### config.mk
export PLATFORM = sky130hd
export DESIGN_NAME = mem_arbiter_flat
export DESIGN_NICKNAME = d
export VERILOG_FILES = /design/src/rtl/mem_arbiter_if.sv /design/src/rtl/mem_arbiter.sv /design/src/flat_wrapper.sv
export SDC_FILE = /design/constraint.sdc
export NUM_CORES = 1
export LEC_CHECK = 0
export BUFFER_PORTS_ARGS = -buffer_cell sky130_fd_sc_hd__buf_2
export CAP_MARGIN = 15
export CELL_PAD_IN_SITES_DETAIL_PLACEMENT = 0
export CELL_PAD_IN_SITES_GLOBAL_PLACEMENT = 1
export CORE_AREA = 2 2 120 122
export CTS_CLUSTER_DIAMETER = 40
export DETAILED_ROUTE_END_ITERATION = 10
export DIE_AREA = 0 0 122 124
export GPL_ROUTABILITY_DRIVEN = 0
export HOLD_SLACK_MARGIN = 0.03
export PLACE_DENSITY_LB_ADDON = 0.3
export SLEW_MARGIN = 10
export SYNTH_ARGS = -nofsm -noshare
export SYNTH_HDL_FRONTEND = slang
export SYNTH_SLANG_ARGS = --single-unit
### constraint.sdc
create_clock -name clk -period 2.02 [get_ports clk]
set_input_delay 0.202 -clock clk [delete_from_list [all_inputs] [get_ports clk]]
set_output_delay 0.202 -clock clk [all_outputs]
set_load 0.02 [all_outputs]
### src/rtl/mem_arbiter_if.sv
// Bus bundle between the arbiter, its two requesters and the memory port.
//
// Handshake: a requester raises *_req together with its address (and, on the
// data side, write enable and store data) and holds all of them unchanged
// until the matching *_data_valid pulse. That pulse lasts exactly one cycle
// and the read data beside it is meaningful only in that cycle (0 otherwise).
// Toward memory, m_req stays high with stable m_address/m_we/m_wdata for the
// whole access; the memory finishes it with a single-cycle m_ack, presenting
// m_rdata in that same cycle. m_ack while m_req is low is ignored.
interface mem_arbiter_if;
    logic        i_req;
    logic [31:0] i_address;
    logic [31:0] i_data_read;
    logic        i_data_valid;
    logic        d_req;
    logic        d_write_enable;
    logic [31:0] d_address;
    logic [31:0] d_data_write;
    logic [31:0] d_data_read;
    logic        d_data_valid;
    logic        m_req;
    logic        m_we;
    logic [31:0] m_address;
    logic [31:0] m_wdata;
    logic [31:0] m_rdata;
    logic        m_ack;
    logic        bus_error;

    // Arbiter side
    modport master (
        input  i_req, i_address, d_req, d_write_enable, d_address, d_data_write,
        input  m_rdata, m_ack,
        output i_data_read, i_data_valid, d_data_read, d_data_valid,
        output m_req, m_we, m_address, m_wdata, bus_error
    );

    // Requester / memory side
    modport slave (
        output i_req, i_address, d_req, d_write_enable, d_address, d_data_write,
        output m_rdata, m_ack,
        input  i_data_read, i_data_valid, d_data_read, d_data_valid,
        input  m_req, m_we, m_address, m_wdata, bus_error
    );
endinterface

### src/rtl/mem_arbiter.sv
// Two-requester memory arbiter: instruction fetch vs data load/store. The data
// side is preferred, but a waiting fetch is granted after STARVE_MAX data
// grants in a row. An access that sees no m_ack for TIMEOUT cycles is aborted
// with a bus_error pulse and a zero-data valid to the requester.
module mem_arbiter #(
    parameter int STARVE_MAX = 4,
    parameter int TIMEOUT    = 255
) (
    input  logic          clk,
    input  logic          reset_n,
    mem_arbiter_if.master bus,
    output logic [1:0]    dbg_state
);
    typedef enum logic [1:0] {
        IDLE  = 2'd0,
        I_ACC = 2'd1,
        D_ACC = 2'd2
    } state_e;

    localparam logic [2:0] STARVE_LIM = 3'(STARVE_MAX);
    // wait_cnt holds the ack-less cycles already spent, so the TIMEOUT-th
    // access cycle is the one entered with wait_cnt == TIMEOUT-1.
    localparam logic [7:0] WAIT_LAST  = 8'(TIMEOUT - 1);

    state_e      state_q, state_d;
    logic [2:0]  starve_cnt;
    logic [7:0]  wait_cnt;
    logic [31:0] addr_q;
    logic [31:0] wdata_q;
    logic        we_q;
    logic        grant_d, grant_i;
    logic        in_acc, timeout, done;

    assign in_acc    = (state_q != IDLE);
    assign timeout   = in_acc && !bus.m_ack && (wait_cnt == WAIT_LAST);
    assign done      = in_acc && (bus.m_ack || timeout);
    assign dbg_state = state_q;

    // Arbitration: data wins unless a fetch has been passed over too often
    always_comb begin
        grant_d = 1'b0;
        grant_i = 1'b0;
        if (state_q == IDLE) begin
            if (bus.d_req && (!bus.i_req || (starve_cnt < STARVE_LIM))) begin
                grant_d = 1'b1;
            end else if (bus.i_req) begin
                grant_i = 1'b1;
            end
        end
    end

    // State register
    always_ff @(posedge clk or negedge reset_n) begin
        if (!reset_n) begin
            state_q <= IDLE;
        end else begin
            state_q <= state_d;
        end
    end

    // Next-state: one access at a time, always passing back through IDLE
    always_comb begin
        state_d = state_q;
        case (state_q)
            IDLE: begin
                if (grant_d) begin
                    state_d = D_ACC;
                end else if (grant_i) begin
                    state_d = I_ACC;
                end
            end
            I_ACC, D_ACC: begin
                if (done) begin
                    state_d = IDLE;
                end
            end
            default: state_d = IDLE;
        endcase
    end

    // Outputs: memory side from latched request, completion side combinational
    always_comb begin
        bus.m_req        = in_acc;
        bus.m_we         = we_q;
        bus.m_address    = addr_q;
        bus.m_wdata      = wdata_q;
        bus.bus_error    = timeout;
        bus.i_data_valid = (state_q == I_ACC) && done;
        bus.d_data_valid = (state_q == D_ACC) && done;
        bus.i_data_read  = 32'h0;
        bus.d_data_read  = 32'h0;
        if ((state_q == I_ACC) && bus.m_ack) begin
            bus.i_data_read = bus.m_rdata;
        end
        if ((state_q == D_ACC) && bus.m_ack && !we_q) begin
            bus.d_data_read = bus.m_rdata;
        end
    end

    // Latch the winning request on the grant edge; held for the whole access
    always_ff @(posedge clk or negedge reset_n) begin
        if (!reset_n) begin
            addr_q  <= 32'h0;
            wdata_q <= 32'h0;
            we_q    <= 1'b0;
        end else if (grant_d) begin
            addr_q  <= bus.d_address;
            wdata_q <= bus.d_data_write;
            we_q    <= bus.d_write_enable;
        end else if (grant_i) begin
            addr_q  <= bus.i_address;
            wdata_q <= 32'h0;
            we_q    <= 1'b0;
        end
    end

    // Starvation counter: data grants made while a fetch is waiting
    always_ff @(posedge clk or negedge reset_n) begin
        if (!reset_n) begin
            starve_cnt <= 3'd0;
        end else if (grant_i) begin
            starve_cnt <= 3'd0;
        end else if (grant_d) begin
            if (!bus.i_req) begin
                starve_cnt <= 3'd0;
            end else if (starve_cnt < STARVE_LIM) begin
                starve_cnt <= starve_cnt + 3'd1;
            end
        end
    end

    // Wait counter: ack-less cycles of the current access
    always_ff @(posedge clk or negedge reset_n) begin
        if (!reset_n) begin
            wait_cnt <= 8'd0;
        end else if (grant_d || grant_i) begin
            wait_cnt <= 8'd0;
        end else if (in_acc && !bus.m_ack) begin
            wait_cnt <= wait_cnt + 8'd1;
        end
    end
endmodule

### src/flat_wrapper.sv
// flat-port wrapper written by rule: the top's interface ports become plain ports
module mem_arbiter_flat 
#(
    parameter int STARVE_MAX = 4,
    parameter int TIMEOUT    = 255
)
  (clk, reset_n, dbg_state, bus_i_req, bus_i_address, bus_d_req, bus_d_write_enable, bus_d_address, bus_d_data_write, bus_m_rdata, bus_m_ack, bus_i_data_read, bus_i_data_valid, bus_d_data_read, bus_d_data_valid, bus_m_req, bus_m_we, bus_m_address, bus_m_wdata, bus_bus_error);
  mem_arbiter_if bus_i ();
  input  logic clk;
  input  logic reset_n;
  output logic [1:0] dbg_state;
  input wire logic [$bits(bus_i.i_req)-1:0] bus_i_req;
  input wire logic [$bits(bus_i.i_address)-1:0] bus_i_address;
  input wire logic [$bits(bus_i.d_req)-1:0] bus_d_req;
  input wire logic [$bits(bus_i.d_write_enable)-1:0] bus_d_write_enable;
  input wire logic [$bits(bus_i.d_address)-1:0] bus_d_address;
  input wire logic [$bits(bus_i.d_data_write)-1:0] bus_d_data_write;
  input wire logic [$bits(bus_i.m_rdata)-1:0] bus_m_rdata;
  input wire logic [$bits(bus_i.m_ack)-1:0] bus_m_ack;
  output wire logic [$bits(bus_i.i_data_read)-1:0] bus_i_data_read;
  output wire logic [$bits(bus_i.i_data_valid)-1:0] bus_i_data_valid;
  output wire logic [$bits(bus_i.d_data_read)-1:0] bus_d_data_read;
  output wire logic [$bits(bus_i.d_data_valid)-1:0] bus_d_data_valid;
  output wire logic [$bits(bus_i.m_req)-1:0] bus_m_req;
  output wire logic [$bits(bus_i.m_we)-1:0] bus_m_we;
  output wire logic [$bits(bus_i.m_address)-1:0] bus_m_address;
  output wire logic [$bits(bus_i.m_wdata)-1:0] bus_m_wdata;
  output wire logic [$bits(bus_i.bus_error)-1:0] bus_bus_error;
  assign bus_i.i_req = bus_i_req;
  assign bus_i.i_address = bus_i_address;
  assign bus_i.d_req = bus_d_req;
  assign bus_i.d_write_enable = bus_d_write_enable;
  assign bus_i.d_address = bus_d_address;
  assign bus_i.d_data_write = bus_d_data_write;
  assign bus_i.m_rdata = bus_m_rdata;
  assign bus_i.m_ack = bus_m_ack;
  assign bus_i_data_read = bus_i.i_data_read;
  assign bus_i_data_valid = bus_i.i_data_valid;
  assign bus_d_data_read = bus_i.d_data_read;
  assign bus_d_data_valid = bus_i.d_data_valid;
  assign bus_m_req = bus_i.m_req;
  assign bus_m_we = bus_i.m_we;
  assign bus_m_address = bus_i.m_address;
  assign bus_m_wdata = bus_i.m_wdata;
  assign bus_bus_error = bus_i.bus_error;
  mem_arbiter #(.STARVE_MAX(STARVE_MAX), .TIMEOUT(TIMEOUT)) u_core (.clk(clk), .reset_n(reset_n), .bus(bus_i), .dbg_state(dbg_state));
endmodule
==> metrics.md <==
| Metric | Value |
|---|---|
| Pwr dens | `1390 nW/um^2` |
| Syn_area_per_cell | `about 10 um^2` |
| Mapped Area | `roughly 4100 um^2` |
| Startpoint Class | `flop` |
| Starting Density | `29.8%` |
| Share of cells above drive strength 1 | `a little under half` |
| Die height | `about 120 um` |
| Seq/Total Area, Yosys | `47.7%` |
| Psw | `~0.0036 W` |
| Final wirelength | `around 15000 um` |
| Clk pwr share | `21.1%` |
| Yosys reg bits | `78` |
| Layout Utilization | `44.3%` |
| Hold Vio Cnt, Final | `0` |
| Slew @ Worst Pin | `about 750 ps` |
| CORE AREA | `around 14000 um^2` |
| Synth top cells by count | `78 x dfrtp_1, 37 x nor2_1, 34 x and2_1, 34 x o21ai_0, 33 x a22o_1` |
| Routed metal-1 wirelength | `between 5000 and 6000 um` |
| Most numerous cell in the Yosys netlist | `dfrtp_1` |
| Die area | `roughly 15000 um^2` |
| Worst path cell trace | `inv_2 -> ha_4 -> nand4bb_4 -> nor3_4 -> o211a_1 -> buf_6` |
| Required time worst endpoint | `between 1500 and 2000 ps` |
| Highest Clock Rate | `between 500 and 600 MHz` |
| IO Port Bufs | `about 270` |
| Crit Path Max Fanout | `4` |
| Wire length on met3 | `slightly above 1000 um` |
| RSZ-0062 raised after global routing | `true` |
| Gate power share | `48.3%` |
| Final setup viols | `0` |
| Worst-Skew Late Latency | `340 ps` |
| R2R Setup Slk | `~230 ps` |
| Final nets | `around 810` |
| Crit path capture type | `primary output` |
| Sw Ratio | `42.0%` |
| Yosys warns | `0` |
| Synth area leaders | `dfrtp_1 48%, a22o_1 7.1%, o2111ai_1 6.8%, and2_1 5.2%, a31oi_1 4.9%` |
| Met2 wire len | `7970 um` |
| Largest delay share family, worst path | `simple AND/OR/NAND/NOR gates` |
| Synth cell types | `43` |
| Clock transition at path regs | `~70 ps` |
| Max H-tree Level | `3` |
| Post-Synthesis Net Count | `between 500 and 600` |
| Top_reg_cell synth | `dfrtp_1` |
| Arr. time, crit path | `~1800 ps` |
| DR vias | `around 4300` |
| Leakage power | `about 3.2 nW` |
| CTS tree | `yes` |
| Power, Total | `0.00847 W` |
| Initial antenna violation count | `3` |
| P_int | `just under 0.005 W` |
| Max cap viols | `0` |
| Clk sinks | `78` |
| Placed cells | `834` |
| Post-synth EDFFs | `0` |
| Top-Level Pins | `around 270` |
| Std-Cell Rows | `43` |
| Worst hold margin | `between 70 and 80 ps` |
| DP Wirelength | `between 10000 and 15000 um` |
| Asr flop ratio synth | `100%` |
| DRC viols | `0` |
| Status | `complete, no violations` |
| Worst path bufs/invs | `2` |
| Setup Skew | `around 8.4 ps` |
| Routed len/inst | `approximately 17 um` |
| WS Path Type | `reg2out` |
| Final slew viol count | `0` |
| Post-synth top area share | `47.7%` |
| Critical path's largest stage delay | `~380 ps` |
| Die W | `122 um` |
| GRT Total Usage | `between 10% and 20%` |
| Root buf cell | `clkbuf_16` |
| Hold Crit Class | `in2reg` |
| Final Non-Filler Cells | `857` |
| Min Tclk post-route | `between 1500 and 2000 ps` |
| Area Overhead vs Synth | `48.6%` |
| Overflow after GRT | `0` |
| Worst slew margin | `50.1%` |
| CTS Buf Count | `9` |
| Max clock buf depth | `2` |
| Routed vias/inst | `about 5.1` |
| CP max-delay cell | `dfrtp_1` |
| Top sig layer | `met4` |
| First-pass GRT wire length | `roughly 21000 um` |
| Antenna Nets Post-Route | `0` |
| Maximum vdd drop | `just over 0.6 mV` |
| Cells after Synth | `411` |
| Drt first pass iters | `4` |
| Fin crit share | `96.9%` |
| Number of DRC markers in iteration 0 | `between 150 and 200` |
| Sequential group share of total power | `a little under a third` |
| Filler Cells Inserted | `around 1400` |
| Vias in the first global route | `approximately 4100` |
| Pin count of the biggest net entering global routing | `41` |
| Synth area leader | `dfrtp_1` |
## per-stage QoR
| stage | setup WS, ps | cell area, um^2 | setup TNS (ps) |
|---|---|---|---|
| after floorplan | 46.7 | 4090 | 0 |
| after global placement | 298 | 5680 | 0 |
| after detailed placement | 249 | 5680 | 0 |
| after CTS | 24.1 | 6040 | 0 |
| after global routing | -60.9 | 6080 | -129 |
| final | 63.4 | 6080 | 0 |
## cell families (layout without fill, tap and decap cells)
logic type	after synthesis	after routing	share of synthesized area, %
AND/OR/NAND/NOR	120	120	16.9
other	0	1	0
adder cells (fa/ha/maj)	6	6	1.83
XOR/XNOR	2	2	0.428
flip-flops	78	78	47.7
AO/OA/AOI/OAI	151	151	27.0
buffers and inverters	54	319	6.21
## worst register-to-register path: stages, from the launching register on
cell	delay (ps)
dfrtp_1	380
inv_2	70
ha_4	160
buf_4	120
buf_4	150
nand2_2	190
buf_4	320
o21ai_0	150
a31oi_1	180
## state kept, by name, indices dropped and copies added, names as in the netlist
register	flops
u_core.bus.m_wdata	32
u_core.bus.m_address	32
u_core.dbg_state	2
u_core.bus.m_we	1
u_core.starve_cnt	3
u_core.wait_cnt	8
## final timing paths
path                                 startpoint                        to  cells after the start
max reg2reg                 u_core.dbg_state[1]  u_core.bus.m_address[19]                      8
max                         u_core.dbg_state[1]          bus_d_data_valid                      6
min in group asynchronous               reset_n  u_core.bus.m_address[14]                      2
max in group asynchronous               reset_n        u_core.wait_cnt[5]                      3
min                        bus_d_data_write[23]    u_core.bus.m_wdata[23]                      2
min reg2reg                  u_core.wait_cnt[7]        u_core.wait_cnt[7]                      1
## cell usage in the layout, fill, tap and decap left out, types with 2 or more instances in the layout
cell type / count
a21oi_1: 4
a22o_1: 33
a31oi_1: 32
a32o_1: 2
and2_1: 34
and3_1: 32
buf_12: 6
buf_2: 265
buf_4: 23
bufinv_16: 2
clkbuf_16: 9
clkinvlp_4: 2
dfrtp_1: 78
ha_1: 4
inv_1: 4
inv_2: 2
nand2_1: 2
nand3_1: 3
nor2_1: 37
o2111ai_1: 32
o211a_1: 2
o21ai_0: 34
o32ai_1: 2
or3_1: 2
xnor2_1: 2
## metal layers
layer / track usage [%] / vias up
li1: - / 2069
met4: 7.83 / 0
met1: 19.8 / 2074
met2: 35.1 / 186
met3: 3.66 / 20
met5: 0 / -
## area by class of cell
cell class | count | area [um^2] | area share [%]
tap | 180 | 225 | 3.70
timing repair buffer | 296 | 1640 | 27.0
antenna | 1 | 2.50 | 0.0412
sequential | 78 | 1950 | 32.1
clock inverter | 6 | 92.6 | 1.52
clock buffer | 10 | 239 | 3.93
inverter | 7 | 26.3 | 0.432
multi-input combinational | 279 | 1900 | 31.3
## power groups by stage
stage | sequential (W) | combinational [W] | clock (W)
after floorplan | 0.00334 | 0.00178 | 0
after global placement | 0.00259 | 0.00403 | 0
after detailed placement | 0.00260 | 0.00407 | 0
after CTS | 0.00259 | 0.00407 | 0.00183
after global routing | 0.00267 | 0.00445 | 0.00191
final | 0.00259 | 0.00409 | 0.00179
## what timing repair did
action / CTS / global route
resized for setup: 3 / 5
hold buffers: 1 / 0
setup endpoints to repair: 4 / 34
buffers inserted: 2 / 3
endpoints found under the hold margin: 38 / 0
pin swaps: 2 / 3
(Power assumes the default switching activity.)
